**src/rtl/divider_pkg.sv**
```systemverilog
// Shared CPU definitions used by the divide unit and the EX/MEM HI/LO path.
package divider_pkg;

  localparam int DIV_DATA_WIDTH = 32;

  // Divide unit state encoding.
  typedef enum logic [1:0] {
    DIV_IDLE = 2'd0,
    DIV_ZERO = 2'd1,
    DIV_ON   = 2'd2,
    DIV_END  = 2'd3
  } div_state_t;

  // Source selection for the HI/LO register write port in EX/MEM.
  typedef enum logic [1:0] {
    HILO_SRC_NONE = 2'd0,
    HILO_SRC_MULT = 2'd1,
    HILO_SRC_DIV  = 2'd2,
    HILO_SRC_MOVE = 2'd3
  } hilo_src_t;

endpackage

```
**src/rtl/divider.sv**
```systemverilog
// Multi-cycle radix-2 restoring DIV/DIVU unit; HI = remainder, LO = quotient.
//
// state    | meaning
// ---------+-----------------------------------------------------------
// DIV_IDLE | waiting for start; results hold last values
// DIV_ZERO | divisor was zero; one cycle, then END with zero results
// DIV_ON   | one quotient bit per clock, DATA_WIDTH steps
// DIV_END  | results valid, ready high until start drops
module divider
  import divider_pkg::*;
#(
  parameter int DATA_WIDTH = DIV_DATA_WIDTH
) (
  input  logic                  clock,
  input  logic                  reset,
  input  logic                  start,
  input  logic                  signed_div,
  input  logic [DATA_WIDTH-1:0] operand_a,
  input  logic [DATA_WIDTH-1:0] operand_b,
  input  logic                  annul,
  output logic                  busy,
  output logic                  ready,
  output logic [DATA_WIDTH-1:0] result_hi,
  output logic [DATA_WIDTH-1:0] result_lo
);

  localparam int CW = $clog2(DATA_WIDTH + 1);
  localparam logic [CW-1:0] LAST_STEP = CW'(DATA_WIDTH - 1);

  div_state_t state, state_nxt;

  logic [CW-1:0]         cnt;
  logic [DATA_WIDTH-1:0] rem_q, quo_q, dsr_q;
  logic                  sdiv_q, sign_a_q, sign_b_q;

  logic [DATA_WIDTH-1:0] a_abs, b_abs;
  logic [DATA_WIDTH-1:0] step_rem, step_quo, fin_rem, fin_quo;

  // One restoring step: shift in the next dividend bit, trial-subtract
  // with a DATA_WIDTH+1 bit difference so the borrow is visible.
  function automatic logic [2*DATA_WIDTH-1:0] div_step(
    input logic [DATA_WIDTH-1:0] rem_in,
    input logic [DATA_WIDTH-1:0] quo_in,
    input logic [DATA_WIDTH-1:0] dsr
  );
    logic [DATA_WIDTH:0] shifted;
    logic [DATA_WIDTH:0] diff;
    shifted = {rem_in, quo_in[DATA_WIDTH-1]};
    diff    = shifted - {1'b0, dsr};
    if (diff[DATA_WIDTH])
      return {shifted[DATA_WIDTH-1:0], quo_in[DATA_WIDTH-2:0], 1'b0};
    else
      return {diff[DATA_WIDTH-1:0], quo_in[DATA_WIDTH-2:0], 1'b1};
  endfunction

  // Operand magnitudes; the most negative value maps onto itself and is
  // then treated as an unsigned magnitude.
  always_comb begin
    a_abs = (signed_div && operand_a[DATA_WIDTH-1]) ? -operand_a : operand_a;
    b_abs = (signed_div && operand_b[DATA_WIDTH-1]) ? -operand_b : operand_b;
  end

  // Next iteration values and the sign-corrected final results.
  always_comb begin
    {step_rem, step_quo} = div_step(rem_q, quo_q, dsr_q);
    fin_quo = (sdiv_q && (sign_a_q ^ sign_b_q)) ? -step_quo : step_quo;
    fin_rem = (sdiv_q && sign_a_q) ? -step_rem : step_rem;
  end

  // State register.
  always_ff @(posedge clock or negedge reset) begin
    if (!reset) state <= DIV_IDLE;
    else        state <= state_nxt;
  end

  // Next-state decode and handshake outputs.
  always_comb begin
    state_nxt = state;
    busy      = 1'b0;
    ready     = 1'b0;
    case (state)
      DIV_IDLE: begin
        if (start && !annul)
          state_nxt = (operand_b == '0) ? DIV_ZERO : DIV_ON;
      end
      DIV_ZERO: begin
        busy      = 1'b1;
        state_nxt = annul ? DIV_IDLE : DIV_END;
      end
      DIV_ON: begin
        busy = 1'b1;
        if (annul)                  state_nxt = DIV_IDLE;
        else if (cnt == LAST_STEP)  state_nxt = DIV_END;
      end
      DIV_END: begin
        ready = 1'b1;
        if (!start) state_nxt = DIV_IDLE;
      end
      default: state_nxt = DIV_IDLE;
    endcase
  end

  // Datapath: operand capture, iteration registers and result registers.
  always_ff @(posedge clock or negedge reset) begin
    if (!reset) begin
      cnt       <= '0;
      rem_q     <= '0;
      quo_q     <= '0;
      dsr_q     <= '0;
      sdiv_q    <= 1'b0;
      sign_a_q  <= 1'b0;
      sign_b_q  <= 1'b0;
      result_hi <= '0;
      result_lo <= '0;
    end else begin
      case (state)
        DIV_IDLE: begin
          if (start && !annul) begin
            cnt      <= '0;
            rem_q    <= '0;
            quo_q    <= a_abs;
            dsr_q    <= b_abs;
            sdiv_q   <= signed_div;
            sign_a_q <= signed_div & operand_a[DATA_WIDTH-1];
            sign_b_q <= signed_div & operand_b[DATA_WIDTH-1];
          end
        end
        DIV_ZERO: begin
          if (!annul) begin
            result_hi <= '0;
            result_lo <= '0;
          end
        end
        DIV_ON: begin
          if (!annul) begin
            rem_q <= step_rem;
            quo_q <= step_quo;
            cnt   <= cnt + 1'b1;
            if (cnt == LAST_STEP) begin
              result_hi <= fin_rem;
              result_lo <= fin_quo;
            end
          end
        end
        default: ;
      endcase
    end
  end

endmodule

```
**config.mk**
```make
export PLATFORM = sky130hd
export DESIGN_NAME = divider
export DESIGN_NICKNAME = d
export VERILOG_FILES = /design/src/rtl/divider_pkg.sv /design/src/rtl/divider.sv
export SDC_FILE = /design/constraint.sdc
export NUM_CORES = 1
export LEC_CHECK = 0
export ABC_AREA = 1
export ABC_CLOCK_PERIOD_IN_PS = 3500
export CAP_MARGIN = 20
export CORE_AREA = 2 2 162 164
export DETAILED_ROUTE_END_ITERATION = 10
export DIE_AREA = 0 0 164 166
export GPL_ROUTABILITY_DRIVEN = 1
export GPL_TIMING_DRIVEN = 0
export PLACE_DENSITY = 0.88
export SETUP_SLACK_MARGIN = 0.02
export SKIP_CTS_REPAIR_TIMING = 1
export SKIP_LAST_GASP = 1
export SYNTH_ARGS = -nofsm -noshare
export SYNTH_HDL_FRONTEND = slang
export SYNTH_SLANG_ARGS = --single-unit
```
**constraint.sdc**
```tcl
create_clock -name clock -period 3.5 [get_ports clock]
set_input_delay 0.525 -clock clock [delete_from_list [all_inputs] [get_ports clock]]
set_output_delay 0.525 -clock clock [all_outputs]
set_load 0.1 [all_outputs]
```
==> reports/qor.csv <==
stage;metric;value;unit
route;wl;45200;µm
clock_tree;htree_levels;4;
clock_tree;clkLatencyLatePin;0.45;ns
power_and_ir_drop;ir_drop;0.000732;V
critical_path;crit_path_max_fanout;5;
critical_path;reg2reg_setup_slack;-0.56;ns
critical_path;start_kind;register;
cells_and_area;drive_gt1_share;10.1;%
sta;setup_viol_count_final;9;
logic_synthesis;netlist_area;0.0133;mm²
route;drt-pass1-iter-count;6;
sta;max_freq;246;MHz
floorplanning;die_w;164;µm
floorplanning;die-area;0.0272;mm²
critical_path;critPathKind;register to register;
critical_path;cp.required;3.83;ns
floorplanning;start_util;51.8;%
clock_tree;cts_made_buffers;17;
clock_tree;cts_root_buf;clkbuf_16;
logic_synthesis;ys_warn_count;0;
cells_and_area;num_antenna_cells;0;
placement;hpwl;35000;µm
power_and_ir_drop;leakagePower;8.40;nW
global_route;antenna_found_initial;0;
global_route;track_usage;33.0;%
global_route;grt_pass1_wl;70500;µm
critical_path;cp.arrival;4.39;ns
sta;fin_crit;4.06;ns
logic_synthesis;ys.flop_type;dfrtp_1;
logic_synthesis;synth_edf_count;0;
status;violations;negative setup slack;
sta;max_slew_margin;32.7;%
route;antenna_left;0;
route;num_vias;14600;
sta;rsz0062_at_grt;true;
logic_synthesis;synth.net_count;2153;
logic_synthesis;ys_ff_latch;171;
cells_and_area;area_delta_synth_final;23.0;%
sta;whs;0.00351;ns
clock_tree;clkSlewWorstSetupHoldPaths;0.08;ns
placement;gp_congestion;0.962;
sta;tightest_slew;1.01;ns
placement;port_buffers;134;
logic_synthesis;seq_area_frac_synth;32.2;%
global_route;grt_max_degree;123;
global_route;grt_pass1_vias;13700;
critical_path;r2r_cells;21;
floorplanning;core-area;0.0256;mm²
sta;hold_viol_final;0;
logic_synthesis;ys_types;51;
floorplanning;rows;59;
floorplanning;die_y;166;µm
route;first_iter_violations;1413;
route;wl_per_cell;17.6;µm
sta;setup_ws;-0.559;ns
sta;report.final.slew_viol_count;0;
route;route.detailed.drc;0;
clock_tree;cts_tree;built;
floorplanning;ios;135;
power_and_ir_drop;total_power;0.0123;W
flow_run;cap_violations;0;
sta;clock-skew-final;0.0197;ns
status;run_status;finished with violations;
power_and_ir_drop;power.density;755;mW/mm²
logic_synthesis;avgSynthCellArea;6.50;µm²
global_route;gr-total-overflow;0;
route;via_per_inst;5.67;
logic_synthesis;async_flop_share;100;%
clock_tree;cts.sinks;171;
cells_and_area;layout.nets;2331;
logic_synthesis;synth_cells;2041;
sta;setup_tns;-2.63;ns
clock_tree;cts.path.max_buffers;2;
critical_path;critPathCaptureType;register;
sta;finalCritPeriodShare;116;%
hold_path;hp-class;input port to async pin;
-- cell usage in the layout, fill, tap and decap left out, types with 28 or more instances in the layout --
cell / n
nor2_1: 166
nand2_1: 693
o21ai_0: 118
clkbuf_1: 45
nand2_2: 36
clkdlybuf4s50_1: 133
nand3_1: 98
dfrtp_1: 168
inv_1: 259
o22ai_1: 28
xor2_1: 44
o221ai_1: 28
a21oi_1: 51
nor3_1: 40
-- where the power goes --
group | leakage [nW] | switching [W] | internal [W] | total [W]
clock | 0.285 | 0.000944 | 0.00102 | 0.00196
sequential | 2.29 | 0.000447 | 0.00251 | 0.00295
combinational | 5.82 | 0.00524 | 0.00218 | 0.00741
-- critical path, cell delays in order (launching register included) --
cell	delay, ns
dfrtp_1	0.40
inv_1	0.18
ha_1	0.32
nand2_1	0.12
nor2_1	0.06
nor2_1	0.08
nand2_1	0.11
a21oi_4	0.25
nand3_4	0.15
nand2_4	0.12
buf_12	0.12
buf_12	0.11
ha_4	0.12
nand4_1	0.14
nor3_2	0.30
nand3_2	0.16
nor2_4	0.15
nand4_1	0.20
nor3_4	0.34
a41oi_2	0.19
o21ai_2	0.22
nand2_1	0.08
-- path summary, 6_finish.rpt --
check | from | endpoint
max in group asynchronous | reset | rem_q[16]$_DFFE_PN0P_
max reg2reg | dsr_q[30]$_DFFE_PN0P_ | result_lo[26]$_DFFE_PN0P_
min reg2reg | result_hi[8]$_DFFE_PN0P_ | result_hi[8]$_DFFE_PN0P_
min in group clock | result_hi[8]$_DFFE_PN0P_ | result_hi[8]$_DFFE_PN0P_
min | reset | rem_q[29]$_DFFE_PN0P_
max | dsr_q[30]$_DFFE_PN0P_ | result_lo[26]$_DFFE_PN0P_
-- routing by layer --
| layer | up-vias | wire (µm) | global-route usage, % |
|---|---|---|---|
| met5 | - | 0 | 0 |
| met2 | 709 | 21200 | 53.6 |
| met1 | 6810 | 18300 | 42.6 |
| li1 | 6887 | - | - |
| met3 | 161 | 3310 | 5.02 |
| met4 | 0 | 2350 | 17.0 |
-- synthesized netlist by cell type (7+ instances only) --
library cell	n	share of area, %
a21oi_1	57	2.1
buf_2	7	0.26
clkbuf_1	45	1.3
dfrtp_1	171	32
ha_1	42	4.0
inv_1	270	7.6
inv_2	10	0.28
nand2_1	699	20
nand2_2	33	1.6
nand2_4	8	0.68
nand3_1	103	3.9
nand3b_1	8	0.45
nand4_1	25	1.2
nor2_1	173	4.9
nor2_2	12	0.57
nor3_1	42	1.6
nor4_1	7	0.33
o21ai_0	129	4.9
o21ai_1	14	0.53
o221ai_1	28	1.8
o22ai_1	28	1.3
xnor2_1	25	1.6
xor2_1	44	2.9
-- registers in the layout, indices dropped and copies added, names as in the netlist --
signal	flops
cnt	6
dsr_q	32
quo_q	32
rem_q	32
result_hi	32
result_lo	32
sdiv_q	1
sign_a_q	1
sign_b_q	1
state	2
-- stage by stage --
stage,instance area (µm²),utilization (%),instances,worst slack (ns)
floorplan,13300,-,2041,-0.00595
global placement,15100,58.8,2510,-5.36
detailed placement,15100,58.9,2511,-0.952
CTS,15700,61.2,2543,-0.993
global route,16300,63.8,2567,-0.672
finish,16300,63.8,2567,-0.559
-- area by class of cell --
class,instances,area [µm²]
Fill cell,2276,9280
Sequential cell,171,4280
Tap cell,335,419
Clock buffer,17,425
Timing Repair Buffer,158,1550
Inverter,282,1060
Clock inverter,15,179
Multi-Input combinational cell,1530,8120
Buffer,59,300
-- kinds of logic (layout without fill, tap and decap cells) --
group	count (synthesis)	after routing	share of synthesized area, %
adders and majority gates	43	43	4.11
xor gates and xnor gates	69	69	4.55
and+or+nand+nor	1126	1127	36.1
buffers and inverters	341	531	10.1
DFF	171	171	32.2
AOI/OAI and AO/OA	291	291	12.9
Power figures use the tool's default switching activity.
